### src/rtl/dram_dma_pkg.sv
// Shared types and sizing helpers for the DRAM read DMA engine.
`timescale 1ns/1ps
package dram_dma_pkg;

  typedef enum logic [1:0] {
    IDLE = 2'd0,
    RUN  = 2'd1,
    DONE = 2'd2
  } state_t;

  function automatic int bytes_per_beat(input int data_width);
    return data_width / 8;
  endfunction

  // One extra bit so a counter can hold MAX_OUTSTANDING itself.
  function automatic int credit_width(input int max_outstanding);
    return $clog2(max_outstanding) + 1;
  endfunction

endpackage

### src/rtl/rdma_beat_fifo.sv
// Small synchronous FIFO holding read beats between the R channel and the stream.
`timescale 1ns/1ps
module rdma_beat_fifo #(
  parameter int DEPTH = 4,
  parameter int WIDTH = 32
) (
  input  logic                       clk,
  input  logic                       reset,
  input  logic                       push,
  input  logic                       pop,
  input  logic [WIDTH-1:0]           din,
  output logic [WIDTH-1:0]           dout,
  output logic                       empty,
  output logic [$clog2(DEPTH):0]     count
);

  localparam int PW = $clog2(DEPTH);

  logic [WIDTH-1:0] mem [DEPTH];
  logic [PW-1:0]    wr_ptr;
  logic [PW-1:0]    rd_ptr;
  logic             full;
  logic             do_push;
  logic             do_pop;

  assign empty   = (count == '0);
  assign full    = (count == (PW+1)'(DEPTH));
  assign do_pop  = pop & ~empty;
  assign do_push = push & (~full | do_pop);
  // Head is forced to zero when empty so the stream data reads 0 after reset.
  assign dout    = empty ? '0 : mem[rd_ptr];

  always_ff @(posedge clk) begin
    if (do_push) mem[wr_ptr] <= din;
  end

  always_ff @(posedge clk or posedge reset) begin
    if (reset) begin
      wr_ptr <= '0;
      rd_ptr <= '0;
      count  <= '0;
    end else begin
      if (do_push) wr_ptr <= wr_ptr + 1'b1;
      if (do_pop)  rd_ptr <= rd_ptr + 1'b1;
      count <= count + (PW+1)'(do_push) - (PW+1)'(do_pop);
    end
  end

endmodule

### src/rtl/dram_rdma_reader.sv
// AXI4 single-beat read master that streams a contiguous DRAM block out as AXI4-Stream.
`timescale 1ns/1ps
module dram_rdma_reader
  import dram_dma_pkg::*;
#(
  parameter int DATA_WIDTH      = 32,
  parameter int ADDR_WIDTH      = 32,
  parameter int LEN_WIDTH       = 16,
  parameter int MAX_OUTSTANDING = 4
) (
  input  logic                  clk,
  input  logic                  reset,
  input  logic                  start,
  input  logic [ADDR_WIDTH-1:0] base_addr,
  input  logic [LEN_WIDTH-1:0]  num_words,
  output logic                  busy,
  output logic                  done,
  output logic [ADDR_WIDTH-1:0] m_axi_araddr,
  output logic                  m_axi_arvalid,
  input  logic                  m_axi_arready,
  input  logic [DATA_WIDTH-1:0] m_axi_rdata,
  input  logic                  m_axi_rvalid,
  output logic                  m_axi_rready,
  output logic [DATA_WIDTH-1:0] m_axis_tdata,
  output logic                  m_axis_tvalid,
  input  logic                  m_axis_tready,
  output logic                  m_axis_tlast
);

  localparam int BPB = bytes_per_beat(DATA_WIDTH);
  localparam int CW  = credit_width(MAX_OUTSTANDING);
  localparam logic [CW:0] MAX_CREDIT = (CW+1)'(MAX_OUTSTANDING);

  state_t                state;
  logic [ADDR_WIDTH-1:0] addr_q;
  logic [LEN_WIDTH-1:0]  ar_left;
  logic [LEN_WIDTH-1:0]  out_left;
  logic [CW-1:0]         used;
  logic                  arvalid_q;
  logic [CW-1:0]         fifo_count;
  logic                  fifo_empty;
  logic [DATA_WIDTH-1:0] fifo_dout;

  logic                  ar_hs;
  logic                  r_hs;
  logic                  pop;
  logic [LEN_WIDTH-1:0]  ar_left_nxt;
  logic                  credit_ok;
  logic                  issue;

  assign ar_hs       = arvalid_q & m_axi_arready;
  assign r_hs        = (state == RUN) & m_axi_rvalid;
  assign pop         = ~fifo_empty & m_axis_tready;
  assign ar_left_nxt = ar_left - LEN_WIDTH'(ar_hs);
  // used counts reserved requests (pending AR plus in-flight R); with the FIFO
  // occupancy it bounds how many beats can ever land, so rready never drops.
  assign credit_ok   = ({1'b0, used} + {1'b0, fifo_count}) < MAX_CREDIT;
  assign issue       = (state == RUN) && (!arvalid_q || ar_hs) &&
                       (ar_left_nxt != '0) && credit_ok;

  always_ff @(posedge clk or posedge reset) begin
    if (reset) begin
      state     <= IDLE;
      addr_q    <= '0;
      ar_left   <= '0;
      out_left  <= '0;
      used      <= '0;
      arvalid_q <= 1'b0;
    end else begin
      case (state)
        IDLE: begin
          if (start) begin
            if (num_words != '0) begin
              addr_q    <= base_addr;
              ar_left   <= num_words;
              out_left  <= num_words;
              arvalid_q <= 1'b1;
              used      <= CW'(1);
              state     <= RUN;
            end else begin
              state <= DONE;
            end
          end
        end
        RUN: begin
          if (ar_hs) begin
            addr_q  <= addr_q + ADDR_WIDTH'(BPB);
            ar_left <= ar_left_nxt;
          end
          arvalid_q <= issue | (arvalid_q & ~ar_hs);
          used      <= used + CW'(issue) - CW'(r_hs);
          if (pop) begin
            out_left <= out_left - 1'b1;
            if (out_left == LEN_WIDTH'(1)) state <= DONE;
          end
        end
        DONE:    state <= IDLE;
        default: state <= IDLE;
      endcase
    end
  end

  rdma_beat_fifo #(
    .DEPTH (MAX_OUTSTANDING),
    .WIDTH (DATA_WIDTH)
  ) u_fifo (
    .clk   (clk),
    .reset (reset),
    .push  (r_hs),
    .pop   (pop),
    .din   (m_axi_rdata),
    .dout  (fifo_dout),
    .empty (fifo_empty),
    .count (fifo_count)
  );

  assign busy          = (state == RUN);
  assign done          = (state == DONE);
  assign m_axi_rready  = (state == RUN);
  assign m_axi_araddr  = addr_q;
  assign m_axi_arvalid = arvalid_q;
  assign m_axis_tvalid = ~fifo_empty;
  assign m_axis_tdata  = fifo_dout;
  assign m_axis_tlast  = (out_left == LEN_WIDTH'(1)) & ~fifo_empty;

endmodule
### config.mk
export PLATFORM = sky130hd
export DESIGN_NAME = dram_rdma_reader
export DESIGN_NICKNAME = d
export VERILOG_FILES = /design/src/rtl/dram_dma_pkg.sv /design/src/rtl/rdma_beat_fifo.sv /design/src/rtl/dram_rdma_reader.sv
export SDC_FILE = /design/constraint.sdc
export NUM_CORES = 1
export LEC_CHECK = 0
export ABC_AREA = 1
export CAP_MARGIN = 20
export CORE_UTILIZATION = 59
export CTS_CLUSTER_SIZE = 20
export DETAILED_ROUTE_END_ITERATION = 8
export PLACE_DENSITY = 0.91
export SETUP_SLACK_MARGIN = 0.1
export SYNTH_ARGS = -nofsm -noshare
export SYNTH_HDL_FRONTEND = slang
export SYNTH_SLANG_ARGS = --single-unit
export TNS_END_PERCENT = 5
### constraint.sdc
create_clock -name clk -period 4.1 [get_ports clk]
set_input_delay 1.23 -clock clk [delete_from_list [all_inputs] [get_ports clk]]
set_output_delay 1.23 -clock clk [all_outputs]
set_load 0.02 [all_outputs]
# == Word-level counts from Yosys, hierarchy flattened ==
# Memory sizes are Yosys's and may differ from the RTL's.
# Cells that the tools add are included.
# totals
ff_bits,77
ram_bits,128
in_bits,86
word_cells,80
n_memories,1
# mem_list
name,depth,word_bits,rd,rd_ports_with_merged_regs,write_ports,line_no,rtl
u_fifo.mem,4,32,1,0,1,rdma_beat_fifo.sv:19,logic [WIDTH-1:0] mem [DEPTH];
# op_classes
addsub,10
n_lt_le_gt_ge,1
eq_ne,9
mux,24
bitwise_logic,12
reduce_logical,14
# op_table
op,n
two-way mux 32 bit,4
two-way mux 16 bit,4
case mux 16 bit (2 select lines),2
case mux 32 bit (2 select lines),1
adder 32 x 3 -> 32 bit (second input constant),1
nonzero test 16 bit,2
== test 16 x 1 -> 1 bit (second input constant),1
subtractor 16 x 1 -> 16 bit,1
subtractor 16 x 1 -> 16 bit (second input constant),1
two-way mux 2 bit,4
AND reduction 4 bit,2
bitwise AND 1 bit,7
adder 3 x 1 -> 3 bit,2
two-way mux 3 bit,2
!= test 2 x 1 -> 1 bit (second input constant),3
case mux 3 bit (2 select lines),1
AND reduction 3 bit,2
subtractor 3 x 1 -> 3 bit,2
adder 2 x 1 -> 2 bit (second input constant),2
adder 3 x 3 -> 4 bit,1
less-than comparator 4 x 3 -> 1 bit (second input constant),1
two-way mux 1 bit,4
!= test 2 bit (second input constant),2
case mux 2 bit (2 select lines),1
other kinds (12),17

# == Longest topological paths before layout ==
# Gate-level depths: netlist (run 1).
# logic_depth
depth_word,8
mapped_depth,21

# == Cells and area by module ==
# From an unflattened synthesis (run 1), not the netlist that was laid out.
# hier_totals
cells_unflattened,1259
area_unflattened_um2,10623.9
# by_module_without_submodules
mod,instances,cells_each,area_each_um2,seq_area_each_um2
rdma_beat_fifo,1,559,5858.1,4018.9
dram_rdma_reader,1,700,4765.8,1751.7

# == Least setup slack after synthesis (run 1) ==
# No wires, ideal clock.
# synth_path
path_type,input to register
from,input m_axi_arready
to,register used[2]
setup_ns,0.083
arrival_time_ns,3.640
slack_ns,0.378
cell_stages,19
path_cell_list,nand2_1 -> inv_1 -> ha_1 -> ha_1 -> nand3_1 -> nor2_1 -> nand2_1 -> o21ai_1 -> nand2_1 -> nor2_1 -> nand3_1 -> nand2_1 -> ha_1 -> inv_1 -> ha_1 -> inv_1 -> fa_1 -> xor2_1 -> o21ai_0
# synth_between
elab_chain_cells,8
word_cells_on_any_way,10
cone_classes,add/sub (3); mux (1); bitwise (1); reduce/logical (5)
# synth_rtl
element,line_no,rtl
"start, declared",dram_rdma_reader.sv:20,"input logic m_axi_arready,"
bitwise AND 1 bit *,dram_rdma_reader.sv:51,assign ar_hs = arvalid_q & m_axi_arready;
subtractor 16 x 1 -> 16 bit or logical OR 1 bit (tied branches),"dram_rdma_reader.sv:54, dram_rdma_reader.sv:58",
nonzero test 16 bit or logical AND 1 bit (tied branches),"dram_rdma_reader.sv:59, dram_rdma_reader.sv:58",
logical AND 1 bit *,dram_rdma_reader.sv:58,assign issue = (state == RUN) && (!arvalid_q || ar_hs) &&
logical AND 1 bit *,dram_rdma_reader.sv:59,(ar_left_nxt != '0) && credit_ok;
adder 3 x 1 -> 3 bit *,dram_rdma_reader.sv:91,used <= used + CW'(issue) - CW'(r_hs);
subtractor 3 x 1 -> 3 bit *,dram_rdma_reader.sv:91,
case mux 3 bit (2 select lines) *,dram_rdma_reader.sv:70,case (state)
"end signal, assigned",dram_rdma_reader.sv:91,
"end, declared",dram_rdma_reader.sv:38,logic [CW-1:0] used;
# Every way passes the cells marked *; elsewhere a longest branch is shown, timed or not.
# A chain may end at the register's enable or synchronous reset.

# == Worst setup path after layout (run 1) ==
# layout_path
from,register u_fifo.rd_ptr[0]
to,output m_axis_tdata[4]
# layout_between
elab_chain_cells,2
# layout_rtl
element,line_no,rtl
"start, declared",rdma_beat_fifo.sv:21,logic [PW-1:0] rd_ptr;
"start signal, assigned",rdma_beat_fifo.sv:44,if (do_pop) rd_ptr <= rd_ptr + 1'b1;
memory (4 x 32 bit),-,
two-way mux 32 bit,rdma_beat_fifo.sv:31,assign dout = empty ? '0 : mem[rd_ptr];
"end, declared",dram_rdma_reader.sv:24,"output logic [DATA_WIDTH-1:0] m_axis_tdata,"
# No other way between the ends.

==> results of run 1 <==
## how the worst min path moves through the flow
stage                                            from                           to  cells past startpoint
after floorplan              out_left[13]$_DFFE_PP0P_     out_left[13]$_DFFE_PP0P_                      2
after global placement    m_axi_araddr[1]$_DFFE_PP0P_  m_axi_araddr[1]$_DFFE_PP0P_                      2
after detailed placement  m_axi_araddr[0]$_DFFE_PP0P_  m_axi_araddr[0]$_DFFE_PP0P_                      2
after CTS                 m_axi_araddr[0]$_DFFE_PP0P_  m_axi_araddr[0]$_DFFE_PP0P_                      2
after global routing      m_axi_araddr[0]$_DFFE_PP0P_  m_axi_araddr[0]$_DFFE_PP0P_                      2
final                     m_axi_araddr[1]$_DFFE_PP0P_  m_axi_araddr[1]$_DFFE_PP0P_                      2
## cell usage in the layout (no fill, tap or decap), types with 8 or more instances in the layout
cell type                         count
sky130_fd_sc_hd__nor2_1             222
sky130_fd_sc_hd__nand2_1            216
sky130_fd_sc_hd__clkdlybuf4s50_1    155
sky130_fd_sc_hd__edfxtp_1           128
sky130_fd_sc_hd__o21ai_0            125
sky130_fd_sc_hd__inv_1               89
sky130_fd_sc_hd__dfrtp_1             76
sky130_fd_sc_hd__a21oi_1             60
sky130_fd_sc_hd__o21ai_1             33
sky130_fd_sc_hd__nand3_1             26
sky130_fd_sc_hd__clkbuf_16           21
sky130_fd_sc_hd__buf_4               20
sky130_fd_sc_hd__ha_1                13
sky130_fd_sc_hd__xor2_1              11
sky130_fd_sc_hd__nand4_1             10
sky130_fd_sc_hd__nor3_1              10
sky130_fd_sc_hd__nor2_4               9
sky130_fd_sc_hd__inv_2                8
sky130_fd_sc_hd__nand2_2              8
sky130_fd_sc_hd__o22ai_1              8
## sequential cells by signal, summed over array words and instances, names as in the netlist
name and cells:
u_fifo.wr_ptr 2, u_fifo.count 3, u_fifo.mem 128, m_axi_arvalid 1
u_fifo.rd_ptr 2, state 2, m_axi_araddr 32, ar_left 16
out_left 16, used 3
## critical path: cells and delay by family, from the launching register on
| kind | cells | cell delay (ps) |
|---|---|---|
| buf+inv | 3 | 1160 |
| flops | 1 | 590 |
| compound gates | 2 | 360 |
## area by class of cell
type | count | area [sq um] | share of cell area (%)
clock buffer | 28 | 592 | 4.65
inverter | 98 | 370 | 2.91
timing repair buffer | 178 | 1750 | 13.8
sequential | 205 | 5770 | 45.4
tap | 220 | 275 | 2.16
clock inverter | 9 | 68.8 | 0.541
multi-input combinational | 798 | 3880 | 30.5
## stage by stage
step           std cells  setup WS [ps]  hold slack, ps  TNS (ps)  cell area [sq um]
6_report            1536            247             517         0              12700
4_1_cts             1536            106             512         0              12700
3_3_place_gp        1499           -275             478      -485              12000
2_1_floorplan       1150            378             471         0              10200
3_5_place_dp        1499           -472             502      -886              12000
5_1_grt             1536           44.6             538         0              12700
## repair_timing
| action | 4_1_cts | 5_1_grt |
|---|---|---|
| gates resized for setup | 1 | 14 |
| setup endpoints to repair | 1 | 13 |
| pin swaps | 0 | 0 |
## per-layer routing
layer / GRT usage, % / vias to the layer above
li1: - / 4136
met3: 4.83 / 82
met4: 14.3 / 0
met2: 54.2 / 436
met5: 0 / -
met1: 36.1 / 4208
## power by group
group / switching (mW) / total [mW] / internal (mW)
Sequential: 0.506 / 3.28 / 2.78
Clock: 0.760 / 1.83 / 1.07
Combinational: 3.26 / 5.23 / 1.97
Total: 4.52 / 10.3 / 5.82
## cell families (layout without fill, tap and decap cells)
kind of cell	Yosys count	count (layout)	synth area share, %
buffers and inverters	147	313	5.70
AO/OA/AOI/OAI	251	251	13.1
AND/OR/NAND/NOR	517	517	21.0
adder cells (fa/ha/maj)	17	17	2.24
flip-flops	205	205	56.8
XOR/XNOR	13	13	1.12
==> flow_summary.json, run 1 <==
{
  "max_cap_viol_count": 0,
  "dp.final_hpwl_mm": 17.1,
  "syn-cell-area_sq_um": 10200,
  "placeableCoreArea_sq_um": 16700,
  "worst_r2r_path_depth": 21,
  "slew_viol_final": 0,
  "gr-usage-all-layers_pct": 30.4,
  "outcome": "finished clean",
  "regToRegStartpoint": "m_axi_arvalid$_DFFE_PP0P_",
  "wire_per_inst_um": 17.5,
  "reg_to_reg_critical_path_endpoint": "used[2]$_DFFE_PP0P_",
  "tritoncts.num_buffers": 21,
  "critical_path_maximum_fanout": 40,
  "cts.path.max_buffers": 3,
  "timing_worst_setup_path_type": "register to primary output",
  "synth.yosys.seq_area_share_pct": 56.8,
  "setup_violations": 0,
  "wl_met3_mm": 2.00,
  "regToRegSetupSlack_ps": 1060,
  "timing.critical_path.to_type": "primary output",
  "initialDrtViolationCount": 786,
  "htree_num_levels": 1,
  "route.met2.wl_mm": 13.7,
  "rsz0062_at_grt": "yes",
  "worst-slew-pin-transition_ps": 902,
  "port_buffers": 155,
  "post_route_met1_wirelength_mm": 10.1,
  "io_pins": 156,
  "drc": 0,
  "antennaDiodeCount": 0,
  "hold_class": "register to register",
  "synth-async-reset-ratio_pct": 37.6,
  "power_mw": 10.3,
  "post_synth_main_area_contributors": "sky130_fd_sc_hd__edfxtp_1, sky130_fd_sc_hd__dfrtp_1, sky130_fd_sc_hd__nor2_1",
  "chipWidth_um": 133,
  "globalRouteOverflowTotal": 0,
  "holdBufCountCts": 0,
  "antenna_violating_nets_post_route": 0,
  "synth_top_area_share_pct": 37.8,
  "core.rowCount": 47,
  "ir_worst_vdd_mv": 1.08,
  "timing.critical_path.required_ps": 2870,
  "setup.worst_path.end": "m_axis_tdata[4]",
  "postCtsSetupRepairBufs": 0,
  "grt_first_pass_wirelength_mm": 42.6,
  "post_route_cells_drive_above_1_share_pct": 7.52,
  "critPathMaxStageDelay_ps": 690,
  "synth-seq-cells": 205,
  "cp-startpoint": "u_fifo.rd_ptr[0]$_DFFE_PP0P_",
  "syn_avg_cell_area_sq_um": 8.83,
  "top_signal_layer_used": "met4",
  "startpoint_type": "register",
  "post-route-min-period_ps": 3850,
  "p_per_area_nw_per_um2": 814,
  "synth-edff-count": 128,
  "post_synth_inst_count": 1150,
  "die_y_um": 133,
  "fmax_mhz": 260,
  "num_vias": 8862,
  "fill_cells": 1050,
  "skew_ps": 18.9,
  "clock_tree_from_tritoncts": "built",
  "insertion_delay_ps": 510,
  "ctsRootBufferMaster": "sky130_fd_sc_hd__clkbuf_16",
  "grt_pass1_vias": 8706,
  "synthDominantAreaCellType": "sky130_fd_sc_hd__edfxtp_1",
  "effective_utilization_at_floorplan_pct": 60.8,
  "place_congestion": 0.910,
  "maxSlewHeadroom_pct": 39.8,
  "synth.distinct_cells": 39,
  "power.leakage_nw": 5.15,
  "synth-warning-count": 0,
  "cp_data_arrival_time_ps": 2620,
  "nNetsFinal": 1405,
  "vias_per_cell": 5.77,
  "overall_die_area_sq_um": 17700,
  "maximum_number_of_pins_on_one_net_before_global_route_repair": 76,
  "antenna_violations_before_repair": 0,
  "post_synth_most_frequent_cells": "sky130_fd_sc_hd__nor2_1, sky130_fd_sc_hd__nand2_1, sky130_fd_sc_hd__edfxtp_1",
  "period_share_pct": 94.0,
  "synth_ff_type": "sky130_fd_sc_hd__edfxtp_1",
  "critical_path.slowest_cell": "sky130_fd_sc_hd__clkdlybuf4s50_1",
  "postLayoutCoreUtil_pct": 76.1,
  "timing.critical_path.cells": "inv_4 -> buf_12 -> o21ai_0 -> a21oi_1 -> clkdlybuf4s50_1",
  "finalHoldViolations": 0,
  "area_growth_syn_to_layout_pct": 25.2,
  "postSynthNetCount": 1253,
  "detail_route.wirelength_mm": 26.9,
  "path_clk_slew_ps": 60,
  "drt_pre_antenna_iters": 5,
  "synth.most_common_cell": "sky130_fd_sc_hd__nor2_1",
  "cts_sinks": 205
}
(Power assumes the default switching activity.)
==> run 2, diff against run 1 <==
--- a/config.mk
+++ b/config.mk
@@ -7,6 +7,7 @@
 export LEC_CHECK = 0
 export ABC_AREA = 1
 export CAP_MARGIN = 20
+export CORE_MARGIN = 2
 export CORE_UTILIZATION = 59
 export CTS_CLUSTER_SIZE = 20
 export DETAILED_ROUTE_END_ITERATION = 8
==> flow_summary.json, run 2 (synthesized netlist as in run 1, its figures left out) <==
{
  "antenna_violating_nets_post_route": 0,
  "maxSlewHeadroom_pct": 39.0,
  "path_clk_slew_ps": 60,
  "nNetsFinal": 1407,
  "place_congestion": 0.937,
  "placed_cell_area_sq_um": 12000,
  "chipWidth_um": 135,
  "rsz0062_at_grt": "yes",
  "finalHoldViolations": 0,
  "p_per_area_nw_per_um2": 823,
  "die_y_um": 135,
  "insertion_delay_ps": 510,
  "critPathMostFrequentCell": "sky130_fd_sc_hd__nor2_1",
  "wire_per_inst_um": 17.7,
  "effective_utilization_at_floorplan_pct": 60.8,
  "largest_reg_flops": 128,
  "num_vias": 8907,
  "globalRouteOverflowTotal": 0,
  "port_buffers": 155,
  "cp_data_arrival_time_ps": 2640,
  "initialDrtViolationCount": 771,
  "core.rowCount": 47,
  "period_share_pct": 94.5,
  "vias_per_cell": 5.78,
  "dp.final_hpwl_mm": 17.1,
  "critical_path_maximum_fanout": 38,
  "antennaDiodeCount": 0,
  "drt_pre_antenna_iters": 5,
  "antenna_violations_before_repair": 0,
  "fmax_mhz": 258,
  "final.setup.tns_ps": 0,
  "holdBufCountCts": 0,
  "max_cap_viol_count": 0,
  "placeableCoreArea_sq_um": 16700,
  "final_common_cell": "sky130_fd_sc_hd__nor2_1",
  "outcome": "finished clean",
  "grt_pass1_vias": 9006,
  "post-route-min-period_ps": 3870,
  "layout.cells.most_common_list": "sky130_fd_sc_hd__nor2_1, sky130_fd_sc_hd__nand2_1, sky130_fd_sc_hd__clkdlybuf4s50_1",
  "timing.critical_path.cells": "buf_12 -> nor2_1 -> nor2_1 -> o21ai_0 -> a21oi_1 -> clkdlybuf4s50_1",
  "post-route-cell-area_sq_um": 12800,
  "power_mw": 10.5,
  "area_growth_syn_to_layout_pct": 26.2,
  "skew_ps": 14.0,
  "gr-usage-all-layers_pct": 29.8,
  "slew_viol_final": 0,
  "startpoint_type": "register",
  "drc": 0,
  "power.leakage_nw": 5.18,
  "ctsRootBufferMaster": "sky130_fd_sc_hd__clkbuf_16",
  "cts_sinks": 205,
  "timing_worst_setup_path_type": "register to primary output",
  "overall_die_area_sq_um": 18300,
  "cts.path.max_buffers": 3,
  "grt_first_pass_wirelength_mm": 43.2,
  "timing.critical_path.required_ps": 2870,
  "io_pins": 156,
  "critPathMaxStageDelay_ps": 650,
  "hold_slack_ps": 509,
  "htree_num_levels": 1,
  "maximum_number_of_pins_on_one_net_before_global_route_repair": 78,
  "critical_path.slowest_cell": "sky130_fd_sc_hd__clkdlybuf4s50_1",
  "hold_class": "register to register",
  "setup_violations": 0,
  "ir_worst_vdd_mv": 0.777,
  "post_route_cells_drive_above_1_share_pct": 8.41,
  "detail_route.wirelength_mm": 27.3,
  "registers.top_by_ff_count": "u_fifo.mem",
  "tritoncts.num_buffers": 22,
  "clock_tree_from_tritoncts": "built",
  "timing.critical_path.to_type": "primary output",
  "worst-slew-pin-transition_ps": 916
}
-- run 2: critical path, delay by kind of cell (launching register included) --
family,cells,cell delay [ps]
buffers and inverters,2,890
flip-flops,1,570
AO/OA/AOI/OAI,2,420
AND/OR/NAND/NOR,2,240
-- run 2: per-layer routing --
layer  wire length, um  up-vias  track usage, %
li1                  -     4145               -
met1             10000     4166            35.9
met2             13900      500            52.6
met3              2270       96            4.38
met4              1150        0            14.5
met5                 0        -               0
-- run 2: final cells by class --
| cell class | count | area [sq um] |
|---|---|---|
| clock buffer | 22 | 551 |
| sequential | 205 | 5770 |
| clock inverter | 18 | 199 |
| fill | 1063 | 3890 |
| inverter | 98 | 370 |
| multi-input combinational | 798 | 3880 |
| tap | 220 | 275 |
| timing repair buffer | 179 | 1760 |
-- run 2: final timing paths --
kind	start	end	slack [ps]	cells after the start
worst max-delay path	u_fifo.rd_ptr[0]$_DFFE_PP0P_	m_axis_tdata[11]	230	6
worst min-delay path	m_axi_araddr[1]$_DFFE_PP0P_	m_axi_araddr[1]$_DFFE_PP0P_	510	2
worst max register to register	m_axi_arvalid$_DFFE_PP0P_	used[2]$_DFFE_PP0P_	1080	21
worst min register to register	m_axi_araddr[1]$_DFFE_PP0P_	m_axi_araddr[1]$_DFFE_PP0P_	510	2
max in group asynchronous	reset	u_fifo.rd_ptr[0]$_DFFE_PP0P_	2560	3
min in group asynchronous	reset	ar_left[7]$_DFFE_PP0P_	1150	3
-- run 2: what timing repair did --
item	in CTS	in global routing
buffers inserted	0	1
endpoints found under the hold margin	0	0
setup endpoints to repair	5	8
gates resized for setup	2	14
pin swaps	0	1
-- run 2: power by group --
group	switching [mW]	leakage, nW	internal (mW)
clock network	0.840	0.355	1.19
registers	0.502	2.08	2.78
logic	3.27	2.74	1.97
total	4.61	5.18	5.93
-- run 2: per-stage QoR --
stage	util, %	instances	worst slack (ps)
6_report	76.7	1540	225
5_1_grt	76.7	1540	37.9
4_1_cts	76.3	1539	100
3_5_place_dp	71.8	1499	-387
3_3_place_gp	71.8	1499	-276
2_1_floorplan	-	1150	378
